==> config.mk <==
export PLATFORM = sky130hd
export DESIGN_NAME = ifetch_line_responder
export DESIGN_NICKNAME = d
export VERILOG_FILES = /design/src/rtl/ifetch_line_responder.sv
export SDC_FILE = /design/constraint.sdc
export NUM_CORES = 1
export LEC_CHECK = 0
export ABC_AREA = 1
export BUFFER_PORTS_ARGS = -buffer_cell sky130_fd_sc_hd__buf_2
export CORE_MARGIN = 2
export CORE_UTILIZATION = 60
export CTS_CLUSTER_SIZE = 20
export DETAILED_ROUTE_END_ITERATION = 8
export GPL_TIMING_DRIVEN = 0
export PLACE_DENSITY = 0.82
export SKIP_LAST_GASP = 1
export SLEW_MARGIN = 20
export SYNTH_ARGS = -nofsm -noshare
export SYNTH_HDL_FRONTEND = slang
export SYNTH_SLANG_ARGS = --single-unit
==> constraint.sdc <==
create_clock -name clk -period 7.4 [get_ports clk]
set_input_delay 1.48 -clock clk [delete_from_list [all_inputs] [get_ports clk]]
set_output_delay 1.48 -clock clk [all_outputs]
set_load 0.05 [all_outputs]
==> src/rtl/ifetch_line_responder.sv <==
// Instruction-fetch responder: one-line buffer serving 32-bit words to the fetch
// stage, refilled by an incrementing burst on a 64-bit AR/R read channel on a miss.
module ifetch_line_responder #(
  parameter int ADDR_WIDTH = 64,
  parameter int BUS_WIDTH  = 64,
  parameter int LINE_BYTES = 64
) (
  input  logic                  clk,
  input  logic                  reset,
  input  logic [ADDR_WIDTH-1:0] S_R_ADDR,
  input  logic                  S_R_ADDR_VALID,
  output logic [31:0]           S_R_DATA,
  output logic                  S_R_DATA_VALID,
  input  logic                  flush,
  output logic [ADDR_WIDTH-1:0] m_araddr,
  output logic [7:0]            m_arlen,
  output logic                  m_arvalid,
  input  logic                  m_arready,
  input  logic [BUS_WIDTH-1:0]  m_rdata,
  input  logic                  m_rvalid,
  input  logic                  m_rlast,
  output logic                  m_rready
);

  localparam int BEATS  = LINE_BYTES / 8;
  localparam int OFF_W  = $clog2(LINE_BYTES);
  localparam int BEAT_W = OFF_W - 3;
  localparam int TAG_W  = ADDR_WIDTH - OFF_W;
  localparam logic [BEAT_W-1:0] LAST_BEAT = BEAT_W'(BEATS - 1);

  typedef enum logic [1:0] {
    ST_IDLE,
    ST_AR,
    ST_FILL
  } state_t;

  state_t                state_q;
  logic                  line_valid_q;
  logic [TAG_W-1:0]      tag_q;
  logic [TAG_W-1:0]      miss_tag_q;
  logic [BEAT_W-1:0]     beat_cnt_q;
  logic                  flush_pending_q;
  logic                  resp_valid_q;
  logic [ADDR_WIDTH-1:0] resp_addr_q;
  logic [31:0]           resp_data_q;
  logic                  m_arvalid_q;
  logic                  m_rready_q;
  logic [ADDR_WIDTH-1:0] m_araddr_q;

  logic [BUS_WIDTH-1:0]  line_mem [BEATS];

  logic [TAG_W-1:0]      req_tag;
  logic [BEAT_W-1:0]     req_beat;
  logic                  req_half;
  logic                  hit;
  logic [BUS_WIDTH-1:0]  line_word;
  logic [31:0]           sel_word;
  logic                  beat_accept;
  logic                  last_beat;
  logic                  unused_rlast;

  assign req_tag   = S_R_ADDR[ADDR_WIDTH-1:OFF_W];
  assign req_beat  = S_R_ADDR[OFF_W-1:3];
  assign req_half  = S_R_ADDR[2];
  assign hit       = S_R_ADDR_VALID && line_valid_q && (tag_q == req_tag) && !flush;
  assign line_word = line_mem[req_beat];
  assign sel_word  = req_half ? line_word[63:32] : line_word[31:0];

  assign beat_accept = (state_q == ST_FILL) && m_rvalid && m_rready_q;
  assign last_beat   = beat_accept && (beat_cnt_q == LAST_BEAT);

  // Beat count alone terminates the burst, so rlast carries no control meaning.
  assign unused_rlast = m_rlast;

  // Line storage is left unreset so it maps onto block RAM.
  always_ff @(posedge clk) begin
    if (beat_accept) begin
      line_mem[beat_cnt_q] <= m_rdata;
    end
  end

  always_ff @(posedge clk) begin
    if (reset) begin
      state_q         <= ST_IDLE;
      line_valid_q    <= 1'b0;
      tag_q           <= '0;
      miss_tag_q      <= '0;
      beat_cnt_q      <= '0;
      flush_pending_q <= 1'b0;
      resp_valid_q    <= 1'b0;
      resp_addr_q     <= '0;
      resp_data_q     <= '0;
      m_arvalid_q     <= 1'b0;
      m_rready_q      <= 1'b0;
      m_araddr_q      <= '0;
    end else begin
      case (state_q)
        ST_IDLE: begin
          if (flush) begin
            line_valid_q <= 1'b0;
            resp_valid_q <= 1'b0;
          end else if (!S_R_ADDR_VALID) begin
            resp_valid_q <= 1'b0;
          end else if (hit) begin
            resp_valid_q <= 1'b1;
            resp_addr_q  <= S_R_ADDR;
            resp_data_q  <= sel_word;
          end else begin
            resp_valid_q <= 1'b0;
            miss_tag_q   <= req_tag;
            m_araddr_q   <= {req_tag, {OFF_W{1'b0}}};
            m_arvalid_q  <= 1'b1;
            state_q      <= ST_AR;
          end
        end

        ST_AR: begin
          resp_valid_q <= 1'b0;
          if (flush) begin
            flush_pending_q <= 1'b1;
          end
          if (m_arready) begin
            m_arvalid_q <= 1'b0;
            m_rready_q  <= 1'b1;
            beat_cnt_q  <= '0;
            state_q     <= ST_FILL;
          end
        end

        ST_FILL: begin
          resp_valid_q <= 1'b0;
          if (flush) begin
            flush_pending_q <= 1'b1;
          end
          if (beat_accept) begin
            beat_cnt_q <= beat_cnt_q + BEAT_W'(1);
          end
          // A flush seen at any point of the burst, including its final beat,
          // leaves the freshly written line invalid.
          if (last_beat) begin
            tag_q           <= miss_tag_q;
            line_valid_q    <= !(flush_pending_q || flush);
            flush_pending_q <= 1'b0;
            m_rready_q      <= 1'b0;
            state_q         <= ST_IDLE;
          end
        end

        default: begin
          state_q     <= ST_IDLE;
          m_arvalid_q <= 1'b0;
          m_rready_q  <= 1'b0;
        end
      endcase
    end
  end

  // Data is only flagged valid while the fetch stage still asks for the exact
  // address it was fetched for, so a changed address never sees a stale word.
  assign S_R_DATA_VALID = resp_valid_q && S_R_ADDR_VALID && (S_R_ADDR == resp_addr_q);
  assign S_R_DATA       = resp_data_q;
  assign m_araddr       = m_araddr_q;
  assign m_arlen        = 8'(BEATS - 1);
  assign m_arvalid      = m_arvalid_q;
  assign m_rready       = m_rready_q;

endmodule

== Yosys cells after proc, flatten, opt, wreduce, memory -nomap -nowiden ==
Memory sizes are Yosys's and may differ from the RTL's.
Index checks and enable logic that the tools add are counted.
Storage, ports and cells
  output and inout port bits: 107
  logic and storage cells: 83
  memories: 1
  bits in writable memories: 512
  flip-flop bits (word level): 222
Cells by class
  $add $sub $neg: 1
  multiplexer cells: 30
  eq/ne operators: 12
  bitwise gates (word level): 4
  reductions and logical operators: 24
Memories
  line_mem: depth 8, width 64, read ports 1, clocked after memory_dff 0, write ports 1, line 50  | logic [BUS_WIDTH-1:0] line_mem [BEATS];
Operator list (count)
  == test 64 bit: 1
  == test 58 bit: 1
  two-way mux 32 bit: 1
  two-way mux 1 bit: 15
  inequality test 2 bit, second input constant: 7
  two-way mux 2 bit: 5
  AND reduction 5 bit: 2
  AND reduction 3 bit: 3
  logical AND 1 bit: 8
  AND reduction 4 bit: 2
  two-way mux 3 bit: 2
  one-hot mux 1 bit (2 select lines): 3
  one-hot mux 1 bit (3 select lines): 2
  one-hot mux 2 bit (3 select lines): 1
  one-hot mux 3 bit (2 select lines): 1
  nonzero test 2 bit: 3
  NOT 1 bit: 4
  adder 3 x 1 -> 3 bit, second input constant: 1
  == test 3 bit, second input constant: 1
  == test 2 x 1 -> 1 bit, second input constant: 1
  == test 2 bit, second input constant: 1
  logical NOT 1 bit: 2
  logical NOT 2 bit: 1
  AND reduction 2 bit: 1
  2 further kinds: 2

== Logic depth before layout (Yosys ltp) ==
  depth after elaboration: 7
  mapped depth: 14
  mapped depth without buffers: 13

== Least setup slack after synthesis ==
Ideal clock, no wire load.
  kind: input -> register
  start: in m_rvalid
  end: mem line_mem[0][0] (enable)
  library setup time: 486 ps
  path buffers: 0
  cell stages on the path: 4
  required time: 6914 ps
  arrival time: 4448 ps
  slack: 2466 ps
  cell sequence: nand3_1 -> inv_1 -> nand2_1 -> nor2_1
Between the ends
  word-level cells in the longest chain between the ends: 4
Ends and longest elaborated chain
  start, declared: line 20  | input logic m_rvalid,
  logical AND 1 bit (2 in a row): line 69  | assign beat_accept = (state_q == ST_FILL) && m_rvalid && m_rready_q;
  two-way mux 1 bit: line 77  | if (beat_accept) begin
  two-way mux 1 bit (implied by the code): line 78  | line_mem[beat_cnt_q] <= m_rdata;
  end, declared: line 50
No other way between the ends.

== Final worst setup path ==
  start: in S_R_ADDR[3]
  end: out S_R_DATA_VALID
Between the ends
  word-level cells in the longest chain between the ends: 2
Ends and longest elaborated chain
  start, declared: line 10  | input logic [ADDR_WIDTH-1:0] S_R_ADDR,
  == test 64 bit: line 160  | assign S_R_DATA_VALID = resp_valid_q && S_R_ADDR_VALID && (S_R_ADDR == resp_addr_q);
  logical AND 1 bit: line 160
  end, declared: line 13  | output logic S_R_DATA_VALID,
No other way between the ends.

==> summary.md <==
| Metric | Value |
|---|---|
| Distinct cells, synth | 37 |
| Area share of fa/ha/maj cells after synthesis | 0.247% |
| Inserted Clock Buffers | 75 |
| XOR/XNOR Fraction of Synth Area | 0.577% |
| Fin. Hold Viols | 0 |
| Outcome | completed |
| Minimum clock period after layout | 5.55 ns |
| Simple-Gate Fraction of Synth Area | ~16% |
| Slew headroom | 12.7% |
| Number of max-cap violations | 0 |
| Placed insts | 3973 |
| Syn Inst Count | 3041 |
| Core Region | 50100 sq um |
| Hold WC Path Type | flip-flop to flip-flop |
| Fmax | 0.180 GHz |
| DR pass1 iterations | 6 |
| Initial Utilization | 60.7% |
| Number of synthesized flops with an enable pin | between 500 and 600 |
| HPWL after DPL | 77.6 mm |
| Clk network pwr share | roughly 40% |
| CTS tree | built |
| Skew final | 0.0404 ns |
| Net Sw Power | 2480 uW |
| Remaining routing DRC violations | 0 |
| Synth Area per Inst | about 10 sq um |
| RSZ-0062 raised after global routing | no |
| DR WL/cell | 26.4 microns |
| Vias | 26039 |
| Max H-tree Level | 3 |
| Synth area leaders | edfxtp_1 51%, dfxtp_1 15%, nand2_1 6.4% |
| Most frequent cells in the layout | 516 x nand2_1, 512 x edfxtp_1, 460 x nor2_1 |
| CP Data Required Time | 5.92 ns |
| Fin. max-slew vios | 0 |
| Primary FF master, synth | edfxtp_1 |
| CTS max path bufs | 3 |
| Routability cong. | 1.06 |
| Synth Register Bits | 734 |
| Setup crit start kind | input pin |
| Clock Latency Late Sink | 0.63 ns |
| Die H | 229 microns |
| Sw Share | 26.7% |
| Die area | 52500 sq um |
| VDD IR max | 0.314 mV |
| Buffers on Ports | 223 |
| Actual slew at the worst max-slew pin | 1.30 ns |
| Initial antenna violation count | 7 |
| PwrDens | 262 nW/um^2 |
| Compound-gate portion of the synthesized area | approximately 13% |
| Async S/R FF share, synth | 0% |
| Commonest non-fill, non-tap cell in the layout | nand2_1 |
| CTS sink count | 734 |
| Die width | 229 microns |
| CTS-repair resized insts | 0 |
| Sequential power share | between 40 and 50% |
| Layout cells sized above 1 | 13.5% |
| CP arrival | ~4 ns |
| Nets@finish | approximately 3500 |
| Worst-path fanout max | 10 |
| ANT nets after route | 0 |
| Register clock-pin slew on the reported worst setup and hold paths | approximately 0.06 ns |
| Area Growth Syn to Fin | 16.8% |
| Largest net degree at the start of global routing | 25 |
| Final wirelength | roughly 110 mm |
| Mux contribution to synthesized area | 0% |
| DRT iter0 DRCs | 4053 |
| Crit. End Element | output pin |
| Hold_buf cts | 0 |
| First-pass GRT wire length | 157 mm |
| Post-synth top area share | between 50% and 60% |
| Total GRT Usage | 40.8% |
| P_leak | approximately 0.013 uW |
| Clock root cell | clkbuf_16 |
| Dpl cell area | 33100 sq um |
| Setup bufs post-CTS | 0 |
| Comb power frac | 11.2% |
| Register area share after synthesis | 65.2% |
| Row count | 82 |
| Pint | 6820 uW |
| Period utilization | 75.0% |
| Largest family of logic cells by synthesized area | simple AND/OR/NAND/NOR gates |
| Setup-failing EPs final | 0 |
| Grt total ovfl | 0 |
| Via density | 6.32 |
| Io pins | 242 |
| Post-synth top area cell | edfxtp_1 |
| Setup CP Type | input pin to output pin |
| Vias in the first global route | 25082 |
| Synth warn | 0 |
| Non-filler instance count after layout | 4118 |
| Fin area | 35500 sq um |
| Mapped Area | 30400 sq um |
| Layout Utilization | 70.9% |
| Worst hold slack | ~0.44 ns |
-- power by group through the flow --
stage / Combinational [uW] / Sequential (uW) / Clock, uW
6_report: 1040 / 4510 / 3750
5_1_grt: 1090 / 4510 / 3890
4_1_cts: 1010 / 4510 / 3730
3_5_place_dp: 998 / 4590 / 0
3_3_place_gp: 968 / 4590 / 0
2_1_floorplan: 443 / 4760 / 0
-- Yosys cell counts, types with 2 or more instances --
master / number
inv_1: 171
o311ai_1: 11
a21oi_1: 212
a221oi_1: 2
ha_1: 6
nand3_1: 173
o311ai_0: 10
inv_2: 42
buf_2: 34
nand2_1: 516
buf_4: 21
conb_1: 2
nand4_1: 19
o31ai_1: 11
clkbuf_1: 126
dfxtp_1: 222
nor4_1: 10
o22ai_1: 43
edfxtp_1: 512
buf_1: 17
nor2_1: 468
xnor2_1: 15
o221ai_1: 63
xor2_1: 5
o21ai_1: 16
a22oi_1: 2
nor2_2: 2
o211ai_1: 23
nor3_1: 6
o21ai_0: 274
-- area by class of cell --
| type | count | area [sq um] |
|---|---|---|
| fill | 3607 | 14600 |
| buffer | 198 | 865 |
| multi-input combinational | 1907 | 9000 |
| sequential | 734 | 19800 |
| timing repair buffer | 248 | 1720 |
| inverter | 214 | 803 |
| clock inverter | 28 | 294 |
| tap | 672 | 841 |
| antenna | 7 | 17.5 |
| clock buffer | 110 | 2120 |
-- registers in the layout (all words and copies together), names as in the netlist --
register and flops:
line_valid_q 1, m_rready 1, resp_addr_q 64, m_araddr 58, state_q 2, m_arvalid 1
tag_q 58, beat_cnt_q 3, line_mem 512, S_R_DATA 32, resp_valid_q 1, flush_pending_q 1
-- logic make-up (layout without fill, tap and decap cells) --
kind of cell               count (synthesis)  count (layout)
buffers and inverters                    412             798
other                                      2              21
adders and majority gates                  6               6
AOI/OAI and AO/OA                        669             669
and+or+nand+nor                         1198            1198
xor gates and xnor gates                  20              20
DFF                                      734             734
-- critical path, stage by stage --
cell and delay, ns:
buf_2 0.15, inv_1 0.18, buf_2 0.29, clkbuf_1 0.59, o22ai_1 0.21, nor4_1 0.32
nand2_1 0.08, nor2_1 0.13, nand3_1 0.08, nor2_1 0.22, buf_2 0.32
-- through the flow --
stage                     setup WS, ns  power, uW  setup TNS [ns]
final                             1.85       9300               0
after global routing              1.68       9500               0
after CTS                         1.91       9240               0
after detailed placement          1.92       5590               0
after global placement         -0.0647       5560           -3.82
after floorplan                   2.47       5210               0
-- metal layers --
metal,wire [microns],global-route usage (%),up-vias
met5,12,0,-
met4,7150,23.7,2
met3,12800,8.15,423
met2,50300,65.8,2164
met1,38300,51.5,12253
li1,-,-,11197
-- final timing paths --
check / from / end / slack [ns] / cells after the start
max: S_R_ADDR[3] / S_R_DATA_VALID / 1.85 / 11
min: m_arvalid / m_arvalid / 0.44 / 2
max reg2reg: state_q[0] / S_R_DATA[17] / 4.05 / 8
min reg2reg: m_arvalid / m_arvalid / 0.44 / 2
Note: power is estimated with default switching activity, not from simulation.
